File: src/rtl/minmax_search_seq.sv
// minmax_search_seq
// Memory-read sequencer for a vector min/max search. Streams LEN signed
// samples starting at a base address through a running-extreme compare and
// reports the extreme value and the index where it first appears.
//
// Optional build macro: MINMAX_SEARCH_ABS_EN
//   When defined, samples are ranked by magnitude (DATA_W+1 bits wide, so
//   the most negative sample is the largest). result_o still returns the
//   original signed sample. When undefined, a plain signed compare is used
//   and no magnitude logic exists.

module minmax_search_seq #(
    parameter int DATA_W = 16,
    parameter int ADDR_W = 16,
    parameter int LEN_W  = 8
) (
    input  logic              clk_i,
    input  logic              reset_i,
    input  logic              start_i,
    input  logic              mode_i,
    input  logic [ADDR_W-1:0] base_addr_i,
    input  logic [LEN_W-1:0]  len_i,
    output logic              busy_o,
    output logic              rd_req_o,
    output logic [ADDR_W-1:0] rd_addr_o,
    input  logic              rd_gnt_i,
    input  logic              rd_valid_i,
    input  logic [DATA_W-1:0] rd_data_i,
    output logic [DATA_W-1:0] result_o,
    output logic [LEN_W-1:0]  index_o,
    output logic              done_o
);

    typedef enum logic [1:0] {
        S_IDLE  = 2'd0,
        S_ISSUE = 2'd1,
        S_DRAIN = 2'd2,
        S_DONE  = 2'd3
    } state_t;

    state_t            state_q;
    state_t            state_d;

    // Job parameters captured at start so later input changes are harmless.
    logic              mode_q;
    logic [LEN_W-1:0]  len_q;
    logic [LEN_W-1:0]  issue_cnt_q;
    logic [LEN_W-1:0]  beat_cnt_q;

    logic              start_acc;
    logic              grant;
    logic              beat;
    logic              last_grant;
    logic              last_beat;
    logic              cand_gt;
    logic              cand_lt;
    logic              replace;
    logic              load_best;
    logic [LEN_W:0]    issued_incl;

    // ------------------------------------------------------------------
    // Handshake qualification
    // ------------------------------------------------------------------

    // A beat is only taken while a read is outstanding; a grant landing in
    // the same cycle counts as outstanding so a zero-latency memory works.
    always_comb begin
        start_acc   = (state_q == S_IDLE) && start_i;
        grant       = rd_req_o && rd_gnt_i;
        issued_incl = {1'b0, issue_cnt_q} + (LEN_W+1)'(grant);
        beat        = rd_valid_i
                      && ((state_q == S_ISSUE) || (state_q == S_DRAIN))
                      && (issued_incl > {1'b0, beat_cnt_q});
        last_grant  = grant && (issue_cnt_q == len_q - LEN_W'(1));
        last_beat   = beat  && (beat_cnt_q  == len_q - LEN_W'(1));
    end

    // ------------------------------------------------------------------
    // Running-extreme compare
    // ------------------------------------------------------------------

`ifdef MINMAX_SEARCH_ABS_EN
    // Magnitudes need one extra bit so that -2**(DATA_W-1) is representable.
    logic [DATA_W:0]   cand_ext;
    logic [DATA_W:0]   cand_mag;
    logic [DATA_W:0]   best_mag_q;
    logic [DATA_W+1:0] diff;

    // Rank candidates by unsigned magnitude; zero-extend before subtracting.
    always_comb begin
        cand_ext = {rd_data_i[DATA_W-1], rd_data_i};
        cand_mag = rd_data_i[DATA_W-1] ? -cand_ext : cand_ext;
        diff     = {1'b0, cand_mag} - {1'b0, best_mag_q};
        cand_gt  = !diff[DATA_W+1] && (diff != '0);
        cand_lt  = diff[DATA_W+1];
    end

    // Magnitude of the current best, loaded alongside result_o.
    always_ff @(posedge clk_i) begin
        if (reset_i) begin
            best_mag_q <= '0;
        end else if (start_acc) begin
            best_mag_q <= '0;
        end else if (load_best) begin
            best_mag_q <= cand_mag;
        end
    end
`else
    logic [DATA_W:0]   diff;

    // Sign-extend both operands by one bit so the subtract cannot overflow,
    // which keeps the order right even for the most negative vs most positive.
    always_comb begin
        diff    = {rd_data_i[DATA_W-1], rd_data_i} - {result_o[DATA_W-1], result_o};
        cand_gt = !diff[DATA_W] && (diff != '0);
        cand_lt = diff[DATA_W];
    end
`endif

    // Strict compares keep the earlier index on ties; beat 0 always seeds.
    always_comb begin
        replace   = mode_q ? cand_lt : cand_gt;
        load_best = beat && ((beat_cnt_q == '0) || replace);
    end

    // ------------------------------------------------------------------
    // FSM
    // ------------------------------------------------------------------

    // State register.
    always_ff @(posedge clk_i) begin
        if (reset_i) state_q <= S_IDLE;
        else         state_q <= state_d;
    end

    // Next-state: the final beat wins over the final grant so a same-cycle
    // grant and beat on the last element goes straight to DONE.
    always_comb begin
        state_d = state_q;
        unique case (state_q)
            S_IDLE: begin
                if (start_i) state_d = (len_i == '0) ? S_DONE : S_ISSUE;
            end
            S_ISSUE: begin
                if (last_beat)       state_d = S_DONE;
                else if (last_grant) state_d = S_DRAIN;
            end
            S_DRAIN: begin
                if (last_beat) state_d = S_DONE;
            end
            S_DONE: begin
                state_d = S_IDLE;
            end
            default: state_d = S_IDLE;
        endcase
    end

    // Outputs decoded purely from state.
    always_comb begin
        busy_o   = 1'b0;
        rd_req_o = 1'b0;
        done_o   = 1'b0;
        unique case (state_q)
            S_IDLE:  ;
            S_ISSUE: begin busy_o = 1'b1; rd_req_o = 1'b1; end
            S_DRAIN: busy_o = 1'b1;
            S_DONE:  done_o = 1'b1;
            default: ;
        endcase
    end

    // ------------------------------------------------------------------
    // Datapath
    // ------------------------------------------------------------------

    // Job capture, address/issue/beat counters and result registers.
    always_ff @(posedge clk_i) begin
        if (reset_i) begin
            mode_q      <= 1'b0;
            len_q       <= '0;
            issue_cnt_q <= '0;
            beat_cnt_q  <= '0;
            rd_addr_o   <= '0;
            result_o    <= '0;
            index_o     <= '0;
        end else if (start_acc) begin
            mode_q      <= mode_i;
            len_q       <= len_i;
            issue_cnt_q <= '0;
            beat_cnt_q  <= '0;
            rd_addr_o   <= base_addr_i;
            result_o    <= '0;
            index_o     <= '0;
        end else begin
            // Address wraps naturally at 2**ADDR_W.
            if (grant) begin
                rd_addr_o   <= rd_addr_o + ADDR_W'(1);
                issue_cnt_q <= issue_cnt_q + LEN_W'(1);
            end
            if (beat) begin
                beat_cnt_q <= beat_cnt_q + LEN_W'(1);
            end
            if (load_best) begin
                result_o <= rd_data_i;
                index_o  <= beat_cnt_q;
            end
        end
    end

endmodule
File: config.mk
export PLATFORM = sky130hd
export DESIGN_NAME = minmax_search_seq
export DESIGN_NICKNAME = d
export VERILOG_FILES = /design/src/rtl/minmax_search_seq.sv
export SDC_FILE = /design/constraint.sdc
export NUM_CORES = 1
export LEC_CHECK = 0
export BUFFER_PORTS_ARGS = -buffer_cell sky130_fd_sc_hd__buf_2
export CORE_MARGIN = 2
export CORE_UTILIZATION = 50
export DETAILED_ROUTE_END_ITERATION = 8
export PLACE_DENSITY = 0.83
export SYNTH_ARGS = -nofsm -noshare
export SYNTH_HDL_FRONTEND = slang
export SYNTH_SLANG_ARGS = --single-unit
File: constraint.sdc
create_clock -name clk_i -period 6.2 [get_ports clk_i]
set_input_delay 0 -clock clk_i [delete_from_list [all_inputs] [get_ports clk_i]]
set_output_delay 0 -clock clk_i [all_outputs]
set_load 0.05 [all_outputs]
==> run metrics <==
Die ar. 0.0102 mm^2; placed cells 769; Seq/Total Area, Yosys 28.6%; GR met1 Demand/Resource 30.3%; min-delay src rd_gnt_i; routed len/inst 15.8 um; crit-path leading delay family compound AO/OA/AOI/OAI gates; top cells by area, synth dfxtp_1 29%, ha_1 9.6%, a21oi_1 6.1%, xnor2_1 5.6%, xor2_1 4.8%; RSZ-0062 raised after global routing false; power density cells 259 mW/mm^2; DP Wirelength 8870 um; Crit-path slowest cell o211a_1; CTS Sinks 67; number of warning messages in the yosys log 0; Worst VDD drop 0.000229 V; clock share of power 26.0%; CP arrival 4.95 ns; Mean Syn Cell Area 7.85 um^2; Pins Over Slew Limit 0; final worst clock skew 0.0131 ns; total track usage 26.4%; WS Path Type reg -> reg; crit path time final 4.68 ns; CP Launch Point state_q[1]$_SDFFE_PP0P_; Max Cap Viol 0; n_diodes 0; period utilisation layout 75.5%; mux contribution to synthesized area 0.879%; top cell type's share of synthesized area 28.6%; Simple-Gate Fraction of Synth Area 22.9%; Synth Cell Area 0.00470 mm^2; main combinational cell family by area after synthesis simple AND/OR/NAND/NOR gates; share of post-route cells with drive strength above 1 16.9%; CTS tree yes; worst-margin pin slew 1.09 ns; synth-to-layout area growth 22.6%; worst r2r src state_q[1]$_SDFFE_PP0P_; Post-CTS Resized 0; M2 GR Usage 47.2%; root buf cell clkbuf_8; drt first-iter violations 241; largest net degree at the start of global routing 43; buffers and inverters on the worst path 2; Synth Register Bits 67; port buffer count 88; Avg Vias per Cell 5.91; global route overflow 0; first-pass GRT wire length 21900 um; final hold vios 0; Synth Flop Type dfxtp_1; final hold slack 0.0138 ns; Synth Area in Adders 10.0%; GR Util met3 5.76%; Clock Latency Late Sink 0.35 ns; # nets final 793; Die X 101 um; Pint 877 uW; Leak 2.37 nW; CTS max path bufs 2; total wire length 13000 um; Clock transition at path regs 0.08 ns; Non-Filler Instances 826; Worst setup SP type flop; fill count 775; complex-gate fraction of the synthesized area 20.9%; Synth Instances 598; crit end category flop; Hold Crit Class in -> reg; crit-path cells inv_1 > ha_1 > nand2_1 > inv_1 > ha_1 > ha_1 > nand3_1 > xnor2_1 > ha_1 > and4_1 > a21oi_1 > o211ai_1 > a31oi_1 > nor2_1 > o211a_1 > nand3_1 > a21oi_1; status complete, no violations; Vias 4881; die extent in y 101 um; initial core utilization 51.1%; crit-path max FO 24; Core Area 0.00920 mm^2; I/O pin total 89; Fin Setup TNS 0 ns; Sw Pwr 615 uW; asr flop ratio synth 0%; hold_buf cts 41; Sw Ratio 41.2%; DRC Markers 0; Slew headroom 27.1%; post-route ant nets 0; Setup Fix Bufs, Post-CTS 0; Critical Path RT 6.47 ns; first-pass iteration count of the detailed router 7; TritonCTS buffer count 9; f_max 214 MHz; Post-synth EDFFs 0; Comb pwr share 39.2%; Final setup viols 0; Flop pwr share 34.8%; CTS H-tree depth 3; CP max stage delay 0.80 ns; Yosys cell types 60; cell taking the most area after synthesis dfxtp_1; xor-xnor portion of the synthesized cell area 10.8%; vias in the first global route 4926; Top cell by count, worst path ha_1; GPL Wtd Cong 0.885; GR peak layer met2; initial antenna violation count 0; Synth Net Count 681; Core Rows 35
sequential cells by signal, indices dropped and copies added, names as in the netlist:
| name | cells |
|---|---|
| len_q | 8 |
| result_o | 16 |
| index_o | 8 |
| rd_addr_o | 16 |
| state_q | 2 |
| beat_cnt_q | 8 |
| mode_q | 1 |
| issue_cnt_q | 8 |
power by group through the flow:
stage	Clock [mW]	Combinational (mW)	Sequential, mW
after floorplan	0	0.353	0.606
after global placement	0	0.536	0.523
after detailed placement	0	0.551	0.527
after CTS	0.394	0.577	0.518
after global routing	0.411	0.635	0.524
final	0.388	0.585	0.519
cell usage in the layout (no fill, tap or decap), types with 18 or more instances in the layout:
| cell | instances |
|---|---|
| ha_1 | 36 |
| dfxtp_1 | 67 |
| xnor2_1 | 30 |
| a21oi_1 | 57 |
| buf_2 | 88 |
| dlygate4sd3_1 | 41 |
| a211oi_1 | 18 |
| o21ai_0 | 30 |
| nand2_1 | 51 |
| nor2_1 | 57 |
| xor2_1 | 26 |
| nand3_1 | 39 |
| inv_1 | 35 |
path summary, 6_finish.rpt:
| kind | to | slack [ns] | depth (start not counted) |
|---|---|---|---|
| setup reg to reg | result_o[9]$_SDFFE_PP0P_ | 1.52 | 17 |
| hold / removal | issue_cnt_q[1]$_SDFFE_PP0N_ | 0.01 | 4 |
| hold reg to reg | index_o[5]$_SDFFE_PP0P_ | 0.48 | 2 |
| setup / recovery | result_o[9]$_SDFFE_PP0P_ | 1.52 | 17 |
kinds of logic (layout without fill, tap and decap cells):
family	count (synthesis)	after routing
buf+inv	65	182
fa+ha+maj	37	37
simple gates	217	217
flops	67	67
xor+xnor	57	57
mux	4	4
compound gates	151	151
through the flow:
| step | utilization [%] | setup slack (ns) | power, mW | instance area [um^2] |
|---|---|---|---|---|
| floorplan | - | 2.29 | 0.959 | 4700 |
| global placement | 55.9 | 2.01 | 1.06 | 5140 |
| detailed placement | 55.9 | 1.63 | 1.08 | 5140 |
| CTS | 62.6 | 1.62 | 1.49 | 5760 |
| global route | 62.6 | 1.17 | 1.57 | 5760 |
| finish | 62.6 | 1.52 | 1.49 | 5760 |
tightest hold or removal path, stage by stage:
cell     delay (ns)
buf_2          0.09
nand2_1        0.09
nand2_1        0.08
a21oi_1        0.06
synthesized netlist by cell type (3+ instances only):
library cell,count
clkbuf_2,3
or3_1,7
nand4_1,11
o21ai_0,30
mux2i_1,3
nand2b_1,7
a311oi_1,3
ha_1,36
nor4_1,3
dfxtp_1,67
and3_1,10
nor3b_1,3
o211a_1,4
o21a_1,5
a211oi_1,18
xnor2_1,30
nand2_1,51
o21ai_1,4
clkbuf_1,13
a21o_1,5
a31oi_1,5
nor2_1,57
nand3_1,39
nor3_1,9
nor2b_1,6
buf_2,9
a21oi_1,57
inv_1,35
xor2_1,26
layout make-up:
cell class	instances	area [um^2]	area share (%)
Timing Repair Buffer	131	866	15.0
Multi-Input combinational cell	466	3070	53.4
Inverter	35	131	2.28
Clock buffer	10	138	2.39
Sequential cell	67	1340	23.3
Clock inverter	6	71.3	1.24
Tap cell	111	139	2.41
metal layers:
layer	share of wire [%]	routed length, um
met5	0	0
met4	3.1	401
met3	5.8	753
met2	50	6530
met1	41	5360
Note: power is estimated with default switching activity, not from simulation.
